===== config.mk =====
export PLATFORM = sky130hd
export DESIGN_NAME = spindle_param_sequencer
export DESIGN_NICKNAME = d
export VERILOG_FILES = /design/src/rtl/spindle_cfg_pkg.sv /design/src/rtl/spindle_param_sequencer_cfg_fifo.sv /design/src/rtl/spindle_param_sequencer.sv
export SDC_FILE = /design/constraint.sdc
export NUM_CORES = 1
export LEC_CHECK = 0
export ABC_AREA = 1
export CORE_ASPECT_RATIO = 0.8
export CORE_MARGIN = 3
export CORE_UTILIZATION = 45
export CTS_CLUSTER_DIAMETER = 100
export DETAILED_ROUTE_END_ITERATION = 6
export PLACE_DENSITY = 0.66
export REMOVE_ABC_BUFFERS = 1
export SYNTH_ARGS = -nofsm -noshare
export SYNTH_HDL_FRONTEND = slang
export SYNTH_HIERARCHICAL = 1
export SYNTH_SLANG_ARGS = --single-unit

===== constraint.sdc =====
create_clock -name sim_clk -period 32.8 [get_ports sim_clk]
set_input_delay 9.84 -clock sim_clk [delete_from_list [all_inputs] [get_ports sim_clk]]
set_output_delay 9.84 -clock sim_clk [all_outputs]
set_load 0.02 [all_outputs]

===== src/rtl/spindle_cfg_pkg.sv =====
// Shared constants for the spindle parameter sequencer: bank layout,
// reset values of the coefficient bank and the sequencer state encoding.
package spindle_cfg_pkg;

   localparam int SP_NPARAM = 9;
   localparam int SP_AW     = 4;
   localparam int SP_DEPTH  = 4;

   localparam int P_PPS_IA      = 0;
   localparam int P_PPS_II      = 1;
   localparam int P_GAIN        = 2;
   localparam int P_GAMMA_DYN   = 3;
   localparam int P_GAMMA_STA   = 4;
   localparam int P_GAIN_MN     = 5;
   localparam int P_BDAMP1      = 6;
   localparam int P_BDAMP2      = 7;
   localparam int P_BDAMP_CHAIN = 8;

   // Index 0 occupies the least significant word.
   localparam logic [SP_NPARAM*32-1:0] DEFAULTS = {
      32'h3C5844D0, 32'h3D144674, 32'h3E714120,
      32'h00000001, 32'h42A00000, 32'h42A00000,
      32'h00000000, 32'h3F666666, 32'h3F666666
   };

   typedef enum logic [1:0] {
      ST_IDLE   = 2'd0,
      ST_DRAIN  = 2'd1,
      ST_COMMIT = 2'd2
   } seq_state_e;

   function automatic logic [31:0] default_param(input int idx);
      return DEFAULTS[32*idx +: 32];
   endfunction

endpackage


===== src/rtl/spindle_param_sequencer_cfg_fifo.sv =====
// Synchronous FIFO holding queued {addr,data} parameter writes.
// Pointers carry one extra wrap bit so full and empty are distinguishable.
module cfg_fifo #(
   parameter int W     = 36,
   parameter int DEPTH = 4,
   localparam int PW   = $clog2(DEPTH) + 1
) (
   input  logic          sim_clk,
   input  logic          reset_global,
   input  logic          i_push,
   input  logic [W-1:0]  i_wdata,
   input  logic          i_pop,
   output logic [W-1:0]  o_rdata,
   output logic          o_full,
   output logic          o_empty,
   output logic [PW-1:0] o_count
);

   logic [W-1:0]  r_mem [DEPTH];
   logic [PW-1:0] r_wr_ptr;
   logic [PW-1:0] r_rd_ptr;

   always_ff @(posedge sim_clk or posedge reset_global) begin
      if (reset_global) begin
         r_wr_ptr <= '0;
         r_rd_ptr <= '0;
      end else begin
         if (i_push && !o_full)
            r_wr_ptr <= r_wr_ptr + 1'b1;
         if (i_pop && !o_empty)
            r_rd_ptr <= r_rd_ptr + 1'b1;
      end
   end

   always_ff @(posedge sim_clk) begin
      if (i_push && !o_full)
         r_mem[r_wr_ptr[PW-2:0]] <= i_wdata;
   end

   assign o_rdata = r_mem[r_rd_ptr[PW-2:0]];
   assign o_empty = (r_wr_ptr == r_rd_ptr);
   assign o_full  = (r_wr_ptr[PW-1] != r_rd_ptr[PW-1]) &&
                    (r_wr_ptr[PW-2:0] == r_rd_ptr[PW-2:0]);
   assign o_count = r_wr_ptr - r_rd_ptr;

endmodule


===== src/rtl/spindle_param_sequencer.sv =====
// Queues host parameter writes, drains them into a shadow bank on commit and
// copies shadow to active in one edge so consumers never see a partial update.
//   state  | meaning
//   IDLE   | accepting writes, waiting for commit or a pending commit
//   DRAIN  | popping one queued write per edge into shadow
//   COMMIT | active <= shadow, param_update pulses
module spindle_param_sequencer
   import spindle_cfg_pkg::*;
#(
   parameter int NPARAM = SP_NPARAM,
   parameter int AW     = SP_AW,
   parameter int DEPTH  = SP_DEPTH
) (
   input  logic                   sim_clk,
   input  logic                   reset_global,
   input  logic                   cfg_valid,
   input  logic [AW-1:0]          cfg_addr,
   input  logic [31:0]            cfg_data,
   output logic                   cfg_ready,
   input  logic                   commit,
   output logic [NPARAM*32-1:0]   param_active,
   output logic                   param_update,
   output logic                   busy,
   output logic [$clog2(DEPTH):0] pending_cnt,
   output logic                   err_overflow,
   output logic                   err_addr
);

   seq_state_e       r_state;
   seq_state_e       w_state_nxt;
   logic             w_push;
   logic             w_pop;
   logic             w_full;
   logic             w_empty;
   logic             w_addr_ok;
   logic [AW+31:0]   w_rd_entry;
   logic [AW-1:0]    w_pop_addr;
   logic [31:0]      w_pop_data;
   logic [31:0]      r_shadow [NPARAM];
   logic [31:0]      r_active [NPARAM];
   logic             r_commit_pend;
   logic             r_busy;
   logic             r_update;
   logic             r_err_ovf;
   logic             r_err_addr;

   assign cfg_ready  = (r_state == ST_IDLE) && !w_full;
   assign w_push     = cfg_valid && cfg_ready;
   assign w_pop_addr = w_rd_entry[AW+31:32];
   assign w_pop_data = w_rd_entry[31:0];
   assign w_addr_ok  = {{(32-AW){1'b0}}, w_pop_addr} < 32'(NPARAM);

   cfg_fifo #(
      .W     (AW + 32),
      .DEPTH (DEPTH)
   ) u_fifo (
      .sim_clk      (sim_clk),
      .reset_global (reset_global),
      .i_push       (w_push),
      .i_wdata      ({cfg_addr, cfg_data}),
      .i_pop        (w_pop),
      .o_rdata      (w_rd_entry),
      .o_full       (w_full),
      .o_empty      (w_empty),
      .o_count      (pending_cnt)
   );

   always_comb begin
      w_state_nxt = r_state;
      w_pop       = 1'b0;
      case (r_state)
         ST_IDLE: begin
            if (commit || r_commit_pend)
               w_state_nxt = ST_DRAIN;
         end
         ST_DRAIN: begin
            if (!w_empty)
               w_pop = 1'b1;
            else
               w_state_nxt = ST_COMMIT;
         end
         ST_COMMIT: w_state_nxt = ST_IDLE;
         default:   w_state_nxt = ST_IDLE;
      endcase
   end

   always_ff @(posedge sim_clk or posedge reset_global) begin
      if (reset_global) begin
         r_state       <= ST_IDLE;
         r_commit_pend <= 1'b0;
         r_busy        <= 1'b0;
         r_update      <= 1'b0;
         r_err_ovf     <= 1'b0;
         r_err_addr    <= 1'b0;
         for (int i = 0; i < NPARAM; i++) begin
            r_shadow[i] <= default_param(i);
            r_active[i] <= default_param(i);
         end
      end else begin
         r_state  <= w_state_nxt;
         r_busy   <= (w_state_nxt != ST_IDLE);
         r_update <= (r_state == ST_COMMIT);
         // Commits arriving while busy collapse into a single follow-up pass.
         if (r_state == ST_IDLE && w_state_nxt == ST_DRAIN)
            r_commit_pend <= 1'b0;
         else if (commit && r_state != ST_IDLE)
            r_commit_pend <= 1'b1;
         if (cfg_valid && !cfg_ready)
            r_err_ovf <= 1'b1;
         if (w_pop) begin
            if (w_addr_ok)
               r_shadow[w_pop_addr] <= w_pop_data;
            else
               r_err_addr <= 1'b1;
         end
         if (r_state == ST_COMMIT) begin
            for (int i = 0; i < NPARAM; i++)
               r_active[i] <= r_shadow[i];
         end
      end
   end

   for (genvar g = 0; g < NPARAM; g++) begin : g_flat
      assign param_active[32*g +: 32] = r_active[g];
   end

   assign param_update = r_update;
   assign busy         = r_busy;
   assign err_overflow = r_err_ovf;
   assign err_addr     = r_err_addr;

endmodule


==> reports/results.ini, run 1 <==
[critical_path]
critPathTopFamily=buffers and inverters
cp_max_fo=38
crit_top_cell=inv_1
cp_slowest_cell=clkdlybuf4s50_1
crit_arrival_ps=3060
path_class=reg2out
critPathRequiredTime_ps=22960
path_buf_inv=4
path_cells=clkinv_2 > ha_1 > nand2_1 > inv_1 > nand3_4 > inv_1 > nor2_1 > clkdlybuf4s50_1
start_kind=register
max_stage_delay_ps=640
worstSetupEndpointType=primary output

[sta]
maxSlewViolCount=0
holdWs_ps=448
timing.final.crit_period_ps=12900
clock_skew_ps=20.1
final_hold_viol_count=0
setup_tns_ps=0
worst_pin_slew_ps=1410
slew_headroom_pct=6.22
min_period_over_period_pct=39.3
finalSetupViolCount=0
max_clock_freq_ghz=0.0775
rsz0062_at_grt=no

[cts]
clkLatencyLatePin_ps=610
clk_path_buf_depth=3
clkSinkCount=733
cts_hold_buffers=0
clockRootBuffer=clkbuf_16
path_clk_slew_ps=60
tritoncts=built
cts_resized=0
numCtsBuffers=73
cts_setup_buffers=0
htreeDepth=3

[grt]
grt_antenna_before_repair=6
grt_pass1_vias=21552
grt_usage_pct=23.1
grt_overflow=0
grt_pass1_wl_um=124000
grt_max_degree=207

[worst_hold_path]
hold_class=reg2reg

[pwr]
max-vdd-ir-drop_uv=90.3
p_leak_nw=16.6
p_per_area_mw_per_mm2=101

[logic_synthesis]
synth_area_per_cell_sq_um=9.74
synth_cell_types=33
synth_top_area_share_pct=36.5
async_flop_share_pct=80.4
ys_ff_latch=733
yosysWarnings=6
yosys.area.top_type=dfrtp_1
synth_area_sq_mm=0.0290
synthFlopType=dfrtp_1
yosysSeqAreaShare_pct=66.4
synth_edf_count=144
synth.most_common_cell=nand2_1
synth_cells=2980
synth_common_cells=1469 x nand2_1, 423 x dfrtp_1, 224 x nand4_1
synth_area_leaders=dfrtp_1 36%, nand2_1 19%, dfstp_2 15%

[drt]
vias_per_cell=5.34
wl_per_cell_um=19.3
dr.pass1.iters=5
first_iter_violations=2424
vias=21885
routed_wl_um=78900
ant_nets=0
drc_errors=0

[final_layout]
utilization_pct=55.7
nets=3242
multi_input_area_sq_mm=0.00863
areaGrowthSynthToFinish_pct=21.1
fill_cells=5484
seqCellArea_sq_mm=0.0193
final_layout_size_suffix_gt1_share_pct=10.8

[die]
io_pins=336
dieArea_sq_mm=0.0676
fp.dieW_um=290
core_area_sq_mm=0.0632
initial_utilization_pct=45.9
core.rowCount=82
die_y_um=233

[run]
cap_violations=0

[placed_design]
port_buffers=335
hpwl_um=47600
place_congestion=0.805

[run_status]
status=finished clean

## cells in the final DEF, fill, tap and decap left out, drive strengths merged
| cell type | synthesis | final |
|---|---|---|
| clkdlybuf4s50 | 0 | 335 |
| o22ai | 36 | 36 |
| nand4 | 224 | 224 |
| edfxtp | 144 | 144 |
| o21bai | 2 | 2 |
| dfstp | 166 | 166 |
| nand2 | 1473 | 1473 |
| o21ai | 73 | 73 |
| fa | 1 | 1 |
| a21oi | 2 | 2 |
| xor2 | 1 | 1 |
| bufinv | 0 | 4 |
| xnor2 | 1 | 1 |
| buf | 171 | 32 |
| nor2 | 89 | 89 |
| nand3 | 80 | 80 |
| nor3b | 1 | 1 |
| clkbuf | 57 | 108 |
| diode | 0 | 4 |
| dfrtp | 423 | 423 |
| ha | 7 | 7 |
| clkinv | 1 | 23 |
| inv | 28 | 29 |
## metal layers
metal / up-vias / part of all wire (%) / GRT usage (%)
met4: 8 / 1.9 / 5.68
met1: 10820 / 43 / 31.9
li1: 10113 / - / -
met3: 137 / 8.3 / 5.85
met5: - / 0.057 / 0
met2: 807 / 46 / 36.9
## worst paths after layout
kind	endpoint	depth (start not counted)	slack, ps	startpoint
setup / recovery	cfg_ready	8	19900	u_fifo/r_rd_ptr[1]
hold / removal	busy	1	450	r_state[1]
setup reg to reg	r_shadow[77]	11	27390	u_fifo/r_rd_ptr[0]
hold reg to reg	busy	1	450	r_state[1]
max in group asynchronous	r_shadow[54]	4	20670	reset_global
min in group asynchronous	u_fifo/r_wr_ptr[1]	2	9650	reset_global
## kinds of logic after synthesis
group | after synthesis | share of synthesized area [%]
buffers and inverters | 257 | 4.43
AO/OA/AOI/OAI | 113 | 2.12
flip-flops | 733 | 66.4
AND/OR/NAND/NOR | 1867 | 26.6
XOR/XNOR | 2 | 0.0603
adder cells (fa/ha/maj) | 8 | 0.371
## cell type report
cell class                      count  area share (%)
Sequential cell                   733            54.8
Clock inverter                     27           0.662
Inverter                           29           0.384
Antenna cell                        4          0.0285
Clock buffer                      108            6.27
Multi-Input combinational cell   1990            24.5
Tap cell                          840            2.99
Timing Repair Buffer              367            10.3
## sequential cells by signal, indices dropped and copies added (netlist names)
register and count:
busy 1, err_addr 1, err_overflow 1, param_active 288, param_update 1, r_commit_pend 1, r_shadow 288, r_state 2
u_fifo/r_mem 144, u_fifo/r_rd_ptr 3, u_fifo/r_wr_ptr 3
## metrics by stage
step | instances | worst slack [ps] | power (mW) | instance area, sq um
after floorplan | 2752 | 6920 | 2.12 | 27900
after global placement | 3959 | 20000 | 2.68 | 32700
after detailed placement | 3959 | 19950 | 2.72 | 32700
after CTS | 4094 | 19830 | 3.57 | 35200
after global routing | 4094 | 19720 | 3.75 | 35200
final | 4098 | 19900 | 3.56 | 35200
## power breakdown
part | leakage (nW) | total [mW] | switching, mW | internal, mW
Combinational | 6.79 | 1.30 | 0.913 | 0.387
Sequential | 8.61 | 1.41 | 0.163 | 1.25
Clock | 1.21 | 0.843 | 0.345 | 0.498
Total | 16.6 | 3.56 | 1.42 | 2.14
## worst register-to-register path, cell delays in order, from the launching register on
cell and delay (ps):
dfrtp_2 640, buf_4 550, inv_8 300, o21ai_1 240
o22ai_1 200, nor2_1 170, nand2_1 190, nand2_8 490
buf_4 1000, nand3_2 1150, nand2_1 320, nand2_1 80
Power figures use the tool's default switching activity.
==> inputs of run 2 (changes only) <==
==> constraint.sdc (replaced) <==
create_clock -name sim_clk -period 13.35 [get_ports sim_clk]
set_input_delay 4.005 -clock sim_clk [delete_from_list [all_inputs] [get_ports sim_clk]]
set_output_delay 4.005 -clock sim_clk [all_outputs]
set_load 0.02 [all_outputs]
==> run 2 against run 1 <==
  * The flow now finishes with violations (capacitance limit)
  * Core utilization grew 0.081 points
  * Design area up 0.15%
  * Clock skew is 5.6 ps lower
  * Sequential power rose by 150%
  * Power grew 150%
  * Via count hardly changed
  * Register-to-register slack worse by 19000 ps
  * Die area did not move
  * Hold slack improved by 12 ps
  * Clock-buffer cell count is 3 higher
  * Largest cell class unchanged
  * Largest power group unchanged
  * Highest routed layer unchanged
==> reports/results.ini, run 2 (synthesis results as in run 1) <==
[placed_design]
placed_cell_area_sq_mm=0.0327
port_buffers=335
place_congestion=0.783
hpwl_um=48400

[drt]
routed_wl_um=79300
vias_per_cell=5.34
dr.pass1.iters=6
wl_met1_um=35600
first_iter_violations=2004
vias=21880
ant_nets=0
top_layer=met5
wl_met3_um=4720
drc_errors=0
met2_length_um=37300
wl_per_cell_um=19.4

[die]
initial_utilization_pct=45.9
fp.dieW_um=290
core_area_sq_mm=0.0632
die_y_um=233
core.rowCount=82
io_pins=336
dieArea_sq_mm=0.0676

[pwr]
power_mw=8.78
p_leak_nw=16.6
max-vdd-ir-drop_uv=206
p_per_area_mw_per_mm2=249

[cts]
clkLatencyLatePin_ps=610
clkSinkCount=733
path_clk_slew_ps=60
tritoncts=built
numCtsBuffers=73
htreeDepth=3
clockRootBuffer=clkbuf_16
clk_path_buf_depth=3
cts_setup_buffers=0
cts_hold_buffers=0
cts_resized=0

[sta]
finalSetupViolCount=0
max_clock_freq_ghz=0.140
worst_pin_slew_ps=1500
slew_headroom_pct=0.195
rsz0062_at_grt=no
maxSlewViolCount=0
final_hold_viol_count=0
timing.final.crit_period_ps=7160
clock_skew_ps=14.5
min_period_over_period_pct=53.6

[final_layout]
nets=3244
utilization_pct=55.7
final_common_cell=nand2_1
stdcell_area_sq_mm=0.0352
final_cell_mix=1468 x nand2_1, 422 x dfrtp_1, 335 x clkdlybuf4s50_1, 224 x nand4_1, 166 x dfstp_2
final_layout_size_suffix_gt1_share_pct=11.0
areaGrowthSynthToFinish_pct=21.3

[grt]
grt_antenna_before_repair=6
grt_overflow=0
grt_usage_pct=23.2
grt_pass1_vias=21723
grt_max_degree=205
grt_pass1_wl_um=123000

[run_status]
violations=capacitance limit
status=finished with violations

[critical_path]
crit_arrival_ps=3150
critPathRequiredTime_ps=9340
worstSetupEndpointType=primary output
path_class=reg2out
start_kind=register
cp_max_fo=38

[worst_hold_path]
hold_class=reg2reg

[run]
cap_violations=1

[run 2: critical path: stages, from the launching register on]
cell and delay [ps]:
dfrtp_1 360, clkinv_2 520, ha_1 530, nand2_1 80, inv_1 90, nand3_4 110
inv_1 60, nor2_1 140, clkdlybuf4s50_1 630
[run 2: report_power, final]
part	internal [mW]	switching [mW]	total, mW	leakage, nW
Sequential	3.07	0.411	3.48	8.61
Clock	1.24	0.858	2.10	1.21
Combinational	0.951	2.24	3.19	6.80
Total	5.27	3.51	8.78	16.6
[run 2: layout make-up]
type                    count  area [sq um]
repair buffers            369          3650
fillers                  5479         28000
inverters                  29           135
clock buffers             111          2210
flip-flops and latches    733         19300
diodes                      2          5.00
multi-input cells        1990          8630
clock inverters            24           272
well taps                 840          1050
[run 2: metal layers]
layer | vias to the layer above | global-route usage (%)
met5 | - | 0
met4 | 8 | 6.16
met2 | 667 | 37.6
met1 | 10969 | 32.4
li1 | 10106 | -
met3 | 130 | 4.30
[run 2: metrics by stage]
| stage | cells | setup slack, ps | hold WS [ps] | setup TNS (ps) |
|---|---|---|---|---|
| floorplan | 2752 | -6690 | 420 | -4326350 |
| global placement | 3961 | 6590 | 436 | 0 |
| detailed placement | 3961 | 6500 | 446 | 0 |
| CTS | 4096 | 6140 | 454 | 0 |
| global route | 4096 | 6050 | 471 | 0 |
| finish | 4098 | 6190 | 460 | 0 |
[run 2: final timing paths]
kind,startpoint,end,slack [ps],cells past startpoint
setup / recovery,u_fifo/r_rd_ptr[1],cfg_ready,6190,8
hold / removal,param_active[61],param_active[61],460,2
setup reg to reg,u_fifo/r_rd_ptr[0],r_shadow[173],7900,11
hold reg to reg,param_active[61],param_active[61],460,2
max in group asynchronous,reset_global,r_shadow[227],7160,4
min in group asynchronous,reset_global,u_fifo/r_wr_ptr[2],3800,2
